==> config.mk <==
export PLATFORM = sky130hd
export DESIGN_NAME = serial_add_sequencer_flat
export DESIGN_NICKNAME = d
export VERILOG_FILES = /design/src/rtl/serial_add_sequencer_if.sv /design/src/rtl/serial_add_sequencer.sv /design/src/flat_wrapper.sv
export SDC_FILE = /design/constraint.sdc
export NUM_CORES = 1
export LEC_CHECK = 0
export CAP_MARGIN = 20
export CORE_MARGIN = 4
export CORE_UTILIZATION = 47
export DETAILED_ROUTE_END_ITERATION = 7
export GPL_TIMING_DRIVEN = 0
export PLACE_DENSITY = 0.82
export SYNTH_ARGS = -nofsm -noshare
export SYNTH_HDL_FRONTEND = slang
export SYNTH_SLANG_ARGS = --single-unit
==> constraint.sdc <==
create_clock -name clk -period 1.4 [get_ports clk]
set_input_delay 0.21 -clock clk [delete_from_list [all_inputs] [get_ports clk]]
set_output_delay 0.21 -clock clk [all_outputs]
set_load 0.02 [all_outputs]
==> src/rtl/serial_add_sequencer_if.sv <==
// Command/result bundle between an add requester and the bit-serial adder sequencer.
// The master issues start with operands; the slave reports busy/done and the registered result.
interface serial_add_sequencer_if #(
  parameter int WIDTH = 8
) ();
  logic             start;
  logic [WIDTH-1:0] a;
  logic [WIDTH-1:0] b;
  logic             busy;
  logic             done;
  logic [WIDTH-1:0] sum;
  logic             cout;

  modport master (output start, a, b, input busy, done, sum, cout);
  modport slave  (input start, a, b, output busy, done, sum, cout);
endinterface

==> src/rtl/serial_add_sequencer.sv <==
// Bit-serial adder controller: drives one full-adder cell over WIDTH bits, LSB first,
// and publishes a registered sum/cout with a one-cycle done pulse.
module serial_add_sequencer #(
  parameter int WIDTH = 8
) (
  input  logic                   clk,
  input  logic                   rst_n,
  serial_add_sequencer_if.slave  bus
);
  localparam int CW = (WIDTH > 1) ? $clog2(WIDTH) : 1;
  localparam logic [CW-1:0] LAST = CW'(WIDTH - 1);

  typedef enum logic [1:0] {
    ST_IDLE = 2'd0,
    ST_RUN  = 2'd1,
    ST_DONE = 2'd2
  } state_t;

  state_t            state_q, state_d;
  logic [WIDTH-1:0]  sa_q, sa_d;
  logic [WIDTH-1:0]  sb_q, sb_d;
  logic [WIDTH-1:0]  r_q, r_d;
  logic              c_q, c_d;
  logic [CW-1:0]     cnt_q, cnt_d;
  logic              busy_q, busy_d;
  logic              done_q, done_d;
  logic [WIDTH-1:0]  sum_q, sum_d;
  logic              cout_q, cout_d;
  logic              s_bit;
  logic              c_next;

  // Shared 1-bit adder cell built from two half adders; returns {carry, sum}.
  function automatic logic [1:0] full_add(input logic x, input logic y, input logic ci);
    logic h1_s, h1_c, h2_s, h2_c;
    h1_s = x ^ y;
    h1_c = x & y;
    h2_s = h1_s ^ ci;
    h2_c = h1_s & ci;
    return {h1_c | h2_c, h2_s};
  endfunction

  // Next-state, datapath and registered-output computation.
  always_comb begin
    state_d = state_q;
    sa_d    = sa_q;
    sb_d    = sb_q;
    r_d     = r_q;
    c_d     = c_q;
    cnt_d   = cnt_q;
    busy_d  = 1'b0;
    done_d  = 1'b0;
    sum_d   = sum_q;
    cout_d  = cout_q;
    {c_next, s_bit} = full_add(sa_q[0], sb_q[0], c_q);

    case (state_q)
      ST_IDLE: begin
        if (bus.start) begin
          state_d = ST_RUN;
          sa_d    = bus.a;
          sb_d    = bus.b;
          r_d     = {WIDTH{1'b0}};
          c_d     = 1'b0;
          cnt_d   = {CW{1'b0}};
          busy_d  = 1'b1;
        end else begin
          state_d = ST_IDLE;
        end
      end
      ST_RUN: begin
        sa_d = {1'b0, sa_q[WIDTH-1:1]};
        sb_d = {1'b0, sb_q[WIDTH-1:1]};
        r_d  = {s_bit, r_q[WIDTH-1:1]};
        c_d  = c_next;
        // The counter holds on the final bit so it never wraps for power-of-two widths.
        if (cnt_q == LAST) begin
          state_d = ST_DONE;
          done_d  = 1'b1;
          sum_d   = {s_bit, r_q[WIDTH-1:1]};
          cout_d  = c_next;
        end else begin
          cnt_d   = cnt_q + CW'(1'b1);
          busy_d  = 1'b1;
        end
      end
      ST_DONE: begin
        state_d = ST_IDLE;
      end
      default: begin
        state_d = ST_IDLE;
        sa_d    = {WIDTH{1'b0}};
        sb_d    = {WIDTH{1'b0}};
        r_d     = {WIDTH{1'b0}};
        c_d     = 1'b0;
        cnt_d   = {CW{1'b0}};
      end
    endcase
  end

  // State and output registers with asynchronous clear.
  always_ff @(posedge clk or negedge rst_n) begin
    if (!rst_n) begin
      state_q <= ST_IDLE;
      sa_q    <= {WIDTH{1'b0}};
      sb_q    <= {WIDTH{1'b0}};
      r_q     <= {WIDTH{1'b0}};
      c_q     <= 1'b0;
      cnt_q   <= {CW{1'b0}};
      busy_q  <= 1'b0;
      done_q  <= 1'b0;
      sum_q   <= {WIDTH{1'b0}};
      cout_q  <= 1'b0;
    end else begin
      state_q <= state_d;
      sa_q    <= sa_d;
      sb_q    <= sb_d;
      r_q     <= r_d;
      c_q     <= c_d;
      cnt_q   <= cnt_d;
      busy_q  <= busy_d;
      done_q  <= done_d;
      sum_q   <= sum_d;
      cout_q  <= cout_d;
    end
  end

  assign bus.busy = busy_q;
  assign bus.done = done_q;
  assign bus.sum  = sum_q;
  assign bus.cout = cout_q;
endmodule

==> src/flat_wrapper.sv <==
// flat-port wrapper written by rule: the top's interface ports become plain ports
module serial_add_sequencer_flat 
#(
  parameter int WIDTH = 8
)
  (clk, rst_n, bus_start, bus_a, bus_b, bus_busy, bus_done, bus_sum, bus_cout);
  serial_add_sequencer_if #(.WIDTH(WIDTH)) bus_i ();
  input  logic clk;
  input  logic rst_n;
  input wire logic [$bits(bus_i.start)-1:0] bus_start;
  input wire logic [$bits(bus_i.a)-1:0] bus_a;
  input wire logic [$bits(bus_i.b)-1:0] bus_b;
  output wire logic [$bits(bus_i.busy)-1:0] bus_busy;
  output wire logic [$bits(bus_i.done)-1:0] bus_done;
  output wire logic [$bits(bus_i.sum)-1:0] bus_sum;
  output wire logic [$bits(bus_i.cout)-1:0] bus_cout;
  assign bus_i.start = bus_start;
  assign bus_i.a = bus_a;
  assign bus_i.b = bus_b;
  assign bus_busy = bus_i.busy;
  assign bus_done = bus_i.done;
  assign bus_sum = bus_i.sum;
  assign bus_cout = bus_i.cout;
  serial_add_sequencer #(.WIDTH(WIDTH)) u_core (.clk(clk), .rst_n(rst_n), .bus(bus_i));
endmodule
==> impl_metrics.yaml <==
clock_network:
  cts_tree: "done"
  htree_num_levels: 2
  path_clk_slew_ps: 70
  clkSinkCount: 40
  clk_latency_ps: 280
  holdBufCountCts: 0
  root_buffer: "clkbuf_8"
  numCtsBuffers: 5
  clockBufferDepth: 2
finish:
  n_antenna_cell: 0
  drive_above_1_share_pct: 20.1
  fillerInstances: 261
  syn2layout_area_growth_pct: 29.8
  instances_no_fill: 245
  final_common_cell: "dfrtp_1"
  layout_common_cells: "dfrtp_1, nand2_1, clkdlybuf4s50_1"
  utilization_pct: 65.9
  nets: 221
logic_synthesis:
  synth_area_mm2: 0.00176
  syn-num-nets: 179
  yosysWarnings: 0
  synth-async-reset-ratio_pct: 100
  synth_top_flop_cell: "dfrtp_1"
  synth_cells: 157
  synth.distinct_cells: 25
  ys_ff_latch: 40
  synth_seq_area_share_pct: 56.8
  synth_area_per_cell_um2: 11.2
  synth-edff-count: 0
drt:
  drcViolationCount: 0
  routed_wl_mm: 3.64
  antenna_left: 0
  post_drt_wl_per_cell_um: 14.8
  dr.pass1.iters: 4
  vias: 1285
  via_per_inst: 5.24
  first_iter_violations: 92
setup_path:
  end_kind: "flop"
  max_stage_delay_ps: 400
  critPathArrivalTime_ps: 1570
  crit_fanout: 5
  r2r_start: "u_core.cnt_q[1]$_DFFE_PN0P_"
  path_class: "flop to flop"
  reg2reg_to: "u_core.bus.sum[5]$_DFFE_PN0P_"
  rr_worst_depth: 5
  cp.required_ps: 1570
  crit_chain: "ha_2, ha_4, nand2_8, buf_12, mux2_4"
  r2r_setup_slack_ps: 4
  start_kind: "flop"
  cp_slowest_cell: "dfrtp_1"
sta:
  post-route-min-period_ps: 1400
  rsz0062_at_grt: "yes"
  max_freq_mhz: 716
  period_share_pct: 99.7
  final.setup_skew_ps: 4.57
  hold_viol_final: 0
  setup_viol: 0
  fin_hold_ws_ps: 29.1
  slew_viol_final: 0
  relSlewSlack_pct: 43.9
  tightest_slew_ps: 841
floorplan:
  pin_count: 30
  die_h_um: 69.2
  coreArea_mm2: 0.00347
  start_util_pct: 50.8
  core.rowCount: 21
  die_area_mm2: 0.00479
  dieWidth_um: 69.2
global_routing:
  met3_usage_pct: 2.46
  grt_use_met1_pct: 19.7
  grt_max_degree: 41
  grtUsageMet2_pct: 27.9
  top_usage_layer: "met2"
  grt_antenna_before_repair: 0
  overflow: 0
  grt_use_total_pct: 16.2
  grt_pass1_wl_mm: 6.29
  grt_pass1_vias: 1381
placed_design:
  place_inst: 231
  gp_congestion: 0.731
  dp_hpwl_mm: 2.56
  io_buffer_count: 28
job:
  drv_cap: 0
power:
  total_power_uw: 4290
  power.leakage_uw: 0.00111
  power_density_mw_per_mm2: 1880
  worst_ir_drop_vdd_uv: 900
outcome:
  status: "complete, no violations"
hold_path:
  hold_path_class: "input port to async pin"
## stage by stage
step | area [µm²] | worst slack, ps | setup TNS, ps
3_3_place_gp | 2130 | -747 | -30510
5_1_grt | 2290 | -16.8 | -65.2
6_report | 2290 | 4.04 | 0
3_5_place_dp | 2120 | -125 | -932
4_1_cts | 2270 | 0.301 | 0
2_1_floorplan | 1790 | -48.2 | -386
## kinds of logic after synthesis
family          after synthesis  synth area share, %
fa+ha+maj                     3                 2.56
simple gates                 59                 14.2
compound gates               29                 12.7
buf+inv                      14                 4.62
mux                          11                 8.59
flops                        40                 56.8
xor+xnor                      1                0.497
## power breakdown
| group | switching [µW] | internal, µW | total (µW) |
|---|---|---|---|
| logic | 858 | 920 | 1780 |
| clock network | 356 | 338 | 695 |
| registers | 262 | 1560 | 1820 |
| total | 1480 | 2820 | 4290 |
## worst max path at each step
| stage | start | end | slack, ps |
|---|---|---|---|
| CTS | u_core.state_q[0]$_DFFE_PN0P_ | u_core.sb_q[3]$_DFFE_PN0P_ | 0.3 |
| global placement | rst_n | u_core.sa_q[6]$_DFFE_PN0P_ | -750 |
| floorplan | u_core.cnt_q[0]$_DFFE_PN0P_ | u_core.bus.cout$_DFFE_PN0P_ | -50 |
| detailed placement | u_core.cnt_q[1]$_DFFE_PN0P_ | u_core.bus.sum[5]$_DFFE_PN0P_ | -130 |
| global route | u_core.state_q[1]$_DFFE_PN0P_ | u_core.bus.sum[5]$_DFFE_PN0P_ | -20 |
| finish | u_core.cnt_q[1]$_DFFE_PN0P_ | u_core.bus.sum[5]$_DFFE_PN0P_ | 4 |
## critical path, delay by kind of cell (launching register included)
kind                     cells  cell delay, ps
flip-flops                   1             400
adder cells (fa/ha/maj)      2             380
multiplexers                 1             290
buffers and inverters        1             120
AND/OR/NAND/NOR              1              80
## state kept, by name (all words and copies together), names as in the netlist, 2 cells and up
signal and flops:
u_core.sa_q 8, u_core.state_q 2, u_core.bus.sum 8, u_core.cnt_q 3, u_core.r_q 7, u_core.sb_q 8
## layer usage
layer / up-vias / part of all wire [%]
met5: - / 0
met2: 25 / 52
li1: 622 / -
met1: 629 / 43
met3: 9 / 3.1
met4: 0 / 2.5
## cell usage after synthesis (3+ instances only)
cell / instances / area [µm²]
buf_2: 8 / 40.0
o22ai_1: 3 / 18.8
mux2_4: 8 / 120
dfrtp_1: 40 / 1000
o21ai_0: 8 / 40.0
nor2_1: 15 / 56.3
a221o_1: 14 / 140
nand2_1: 37 / 139
## repair_timing
item                                    CTS  global route
buffers inserted                          7             2
endpoints found under the setup margin   19            19
pin swaps                                 2             2
gates resized for setup                  15             4
gates cloned                              1             0
## area by class of cell
type                       instances  area (µm²)  share of cell area (%)
clock buffer                       6        72.6                    3.17
clock inverter                     1        5.00                   0.219
timing repair buffer              37         349                    15.3
tap                               46        57.6                    2.52
inverter                           2        7.51                   0.328
buffer                            10        85.1                    3.72
sequential                        40        1000                    43.8
multi-input combinational        103         708                    31.0
No activity file was read; power rests on OpenSTA's default activity.
==> RTL change 1 (same flow settings) <==
The 3 states of `state_t` get a one-hot encoding in 3 bits.
--- a/src/rtl/serial_add_sequencer.sv
+++ b/src/rtl/serial_add_sequencer.sv
@@ -10,10 +10,10 @@
   localparam int CW = (WIDTH > 1) ? $clog2(WIDTH) : 1;
   localparam logic [CW-1:0] LAST = CW'(WIDTH - 1);
 
-  typedef enum logic [1:0] {
-    ST_IDLE = 2'd0,
-    ST_RUN  = 2'd1,
-    ST_DONE = 2'd2
+  typedef enum logic [2:0] {
+    ST_IDLE = 3'b001,
+    ST_RUN  = 3'b010,
+    ST_DONE = 3'b100
   } state_t;
 
   state_t            state_q, state_d;
Check against the original RTL: no difference found for any inputs over 10 cycles, from zero or initial values and one cycle with rst_n low; not proved beyond that.
==> RTL change 1 against the original RTL <==
- the flow now finishes with violations (negative setup slack)
- global-route usage up 0.97 points
- power increased by 4.3%
- sequential cell count increased by 1
- sequential power decreased by 9%
- setup slack worse by 0.16 ns
- synthesized area rose by 3.0%
- wire length rose by 8.4%
- final cell count is 11% lower
- cell area is 10% higher
- critical path type unchanged
- largest power group is now combinational logic
==> RTL change 1: results (changes against the original RTL) <==
metric;value;unit;change
grt_pass1_wl;6470;um;+2.9%
synth_compound_area_share;15.2;%;+2.5 points
vias;1204;;-6.3%
worst_pin_slew;0.904;ns;+0.0627 ns
r2r_end;u_core.sb_q[4];;
nNetsFinal;191;;-14%
muxShareOfSynthArea;17.8;%;+9.2 points
p_leak;1.29;nW;+16%
setup_slack;-0.154;ns;-0.158 ns
status;finished with violations;;
synthAdderAreaFrac;2.48;%;-0.074 points
wl_met1;1760;um;+13%
finalSetupViolCount;33;;+33
postPlaceCellArea;0.00218;mm2;+2.6%
clk_latency;0.30;ns;+0.02 ns
ir_drop;0.00111;V;+23%
use_met1;22.3;%;+2.6 points
syn_area_per_cell;15.5;um2;+38%
worstPathArrival;1.74;ns;+0.17 ns
p_per_area;1780;mW/mm2;-5.3%
violations;negative setup slack;;
ys.flop_type;dfrtp_1;;
grt_use_total;17.1;%;+0.97 points
r2r-start;u_core.state_q[0];;
drive_gt1_share;40.0;%;+20 points
synth_fp_nets;139;;-22%
clock_skew;0.00776;ns;+0.00318 ns
switchingPower;0.00135;W;-8.9%
holdWs;0.0427;ns;+0.0136 ns
synth-xor-area-share;0;%;-0.50 points
met2_usage;26.4;%;-1.4 points
max_stage_delay;0.57;ns;+0.17 ns
synth_common_cells;40 x dfrtp_1, 22 x a22o_1, 17 x mux2_4;;
gp_congestion;0.757;;+3.5%
synth_area_leaders;dfrtp_1 55%, mux2_4 14%, a22o_1 11%;;
crit_slowest_cell;dfstp_2;;
combPwrFrac;40.9;%;-0.5 points
synth_seq_area_share;56.6;%;-0.20 points
power_frac_seq;37.0;%;-5.4 points
first_iter_violations;61;;-34%
routed_wl;3940;um;+8.4%
grt_pass1_vias;1282;;-7.2%
met2_length;1900;um;+1.2%
h-tree-depth;2;;unchanged
place_ws;-0.464;ns;-0.339 ns
met3_usage;4.75;%;+2.3 points
fin_cells;218;;-11%
rr_worst_depth;4;;-1
grt_max_degree;42;;+2.4%
met3_length;156;um;+37%
port_buffers;29;;+3.6%
hpwl;2380;um;-6.9%
[RTL change 1: cell count changes in the layout (fill, tap and decap cells not counted), moves of 4 or more]
cell,change
o21ai_0,-8
buf_2,-4
mux2_4,+10
a22o_1,+22
nor2_1,-14
a221o_1,-12
buf_6,+8
mux2_2,+4
nand2_1,-37
[RTL change 1: cell type report]
class / count / area (um2)
Fill cell: 262 / 1170
Sequential cell: 41 / 1030
Multi-Input combinational cell: 67 / 801
Timing Repair Buffer: 45 / 430
Clock buffer: 7 / 86.3
Buffer: 6 / 71.3
Tap cell: 48 / 60.1
Clock inverter: 1 / 30.0
Inverter: 3 / 11.3
[RTL change 1: through the flow]
step	setup TNS (ns)	util [%]
6_report	-2.84	68.3
3_3_place_gp	-41.29	59.3
5_1_grt	-4.84	68.3
3_5_place_dp	-11.86	59.1
4_1_cts	-2.69	66.9
2_1_floorplan	-1.20	-
[RTL change 1: timing repair]
action                     CTS  global route
cloned                       2             0
resized for setup           30            11
pin swaps                    7             8
setup endpoints to repair   50            38
buffers inserted            13             2
==> RTL change 2 (config.mk and constraints unchanged) <==
Without the edit above. `WIDTH` is set to 8 in 3 places; all go to 4.
--- a/src/rtl/serial_add_sequencer_if.sv
+++ b/src/rtl/serial_add_sequencer_if.sv
@@ -1,7 +1,7 @@
 // Command/result bundle between an add requester and the bit-serial adder sequencer.
 // The master issues start with operands; the slave reports busy/done and the registered result.
 interface serial_add_sequencer_if #(
-  parameter int WIDTH = 8
+  parameter int WIDTH = 4
 ) ();
   logic             start;
   logic [WIDTH-1:0] a;
--- a/src/rtl/serial_add_sequencer.sv
+++ b/src/rtl/serial_add_sequencer.sv
@@ -1,7 +1,7 @@
 // Bit-serial adder controller: drives one full-adder cell over WIDTH bits, LSB first,
 // and publishes a registered sum/cout with a one-cycle done pulse.
 module serial_add_sequencer #(
-  parameter int WIDTH = 8
+  parameter int WIDTH = 4
 ) (
   input  logic                   clk,
   input  logic                   rst_n,
--- a/src/flat_wrapper.sv
+++ b/src/flat_wrapper.sv
@@ -1,7 +1,7 @@
 // flat-port wrapper written by rule: the top's interface ports become plain ports
 module serial_add_sequencer_flat 
 #(
-  parameter int WIDTH = 8
+  parameter int WIDTH = 4
 )
   (clk, rst_n, bus_start, bus_a, bus_b, bus_busy, bus_done, bus_sum, bus_cout);
   serial_add_sequencer_if #(.WIDTH(WIDTH)) bus_i ();
Interface: changed (resized bus_a, bus_b and bus_sum); port bits go from 30 to 18. No check against the original RTL was run, so the function may have changed too.
==> RTL change 2 against the original RTL <==
- synthesized area decreased by 44%
- cell area decreased by 47%
- critical path depth decreased by 1
- sequential power decreased by 40%
- wire length decreased by 50%
- setup slack improved by 0.037 ns
- power decreased by 45%
- critical endpoint is now u_core.sa_q[1]
- sequential cell count decreased by 17
- largest power group unchanged
- worst hold slack improved by 0.21 ns
==> RTL change 2: results (changes against the original RTL) <==
metric;value;unit;change
status;completed;;
placed_cells;130;;-44%
hpwl;1350;um;-47%
postCtsSetupRepairBufs;0;;-7
cts_buffers;3;;-2
ir_drop;0.000967;V;+7.4%
pwr-share-clk;12.4;%;-3.8 points
switchingPower;0.000882;W;-40%
max_stage_delay;0.45;ns;+0.05 ns
met2_length;912;um;-51%
muxShareOfSynthArea;9.78;%;+1.2 points
port_buffers;16;;-43%
met3_usage;1.66;%;-0.80 points
fillerInstances;158;;-39%
holdWs;0.237;ns;+0.208 ns
clock_skew;0.000912;ns;-0.00366 ns
cts_buffer_depth;2;;unchanged
gp_congestion;0.748;;+2.3%
wl_met1;806;um;-48%
synth_seq_area_share;58.4;%;+1.6 points
crit_path_end;u_core.sa_q[1];;
synth_compound_area_share;9.40;%;-3.3 points
p_leak;0.601;nW;-46%
routed_wl;1800;um;-50%
slew_headroom;65.9;%;+22 points
synth-xor-area-share;0.889;%;+0.39 points
synthAdderAreaFrac;3.30;%;+0.75 points
synth_common_cells;23 x dfrtp_1, 17 x nand2_1, 10 x nor2_1;;
use_met1;17.1;%;-2.6 points
grt_use_total;13.4;%;-2.8 points
h-tree-depth;1;;-1
nNetsFinal;122;;-45%
critical_path.max_fanout;9;;+4
grt_pass1_wl;2760;um;-56%
cts_resized;8;;-7
drive_gt1_share;11.1;%;-9.0 points
wl_per_cell;13.3;um;-10%
rr_worst_depth;4;;-1
ys_types;22;;-12%
worstPathArrival;1.55;ns;-0.02 ns
startpoint;u_core.state_q[1];;
viasPerCell;5.10;;-2.8%
r2r_end;u_core.sa_q[1];;
met2_usage;23.0;%;-4.9 points
synth_area_leaders;dfrtp_1 58%, nand2_1 6.5%, a221o_1 6.1%;;
met3_length;62;um;-46%
grt_max_degree;24;;-41%
r2r_setup_slack;0.04;ns;+0.04 ns
pg_comb;0.000965;W;-46%
first_iter_violations;22;;-76%
synth_fp_nets;100;;-44%
syn_area_per_cell;11.3;um2;+0.87%
RTL change 2: area by class of cell:
type | count | area [um2] | share of cell area [%]
well taps | 27 | 33.8 | 2.78
flip-flops and latches | 23 | 576 | 47.4
clock buffers | 3 | 22.5 | 1.85
multi-input cells | 56 | 369 | 30.4
repair buffers | 17 | 166 | 13.7
inverters | 3 | 11.3 | 0.927
plain buffers | 5 | 31.3 | 2.57
clock inverters | 1 | 5.00 | 0.412
RTL change 2: metrics by stage:
| stage | setup slack [ns] | cell area [um2] | power (W) |
|---|---|---|---|
| 4_1_cts | 0.0225 | 1200 | 0.00239 |
| 6_report | 0.0411 | 1210 | 0.00236 |
| 3_5_place_dp | -0.0652 | 1180 | 0.00214 |
| 2_1_floorplan | 0.0842 | 985 | 0.00176 |
| 5_1_grt | -0.0128 | 1210 | 0.00255 |
| 3_3_place_gp | -0.0365 | 1180 | 0.00207 |
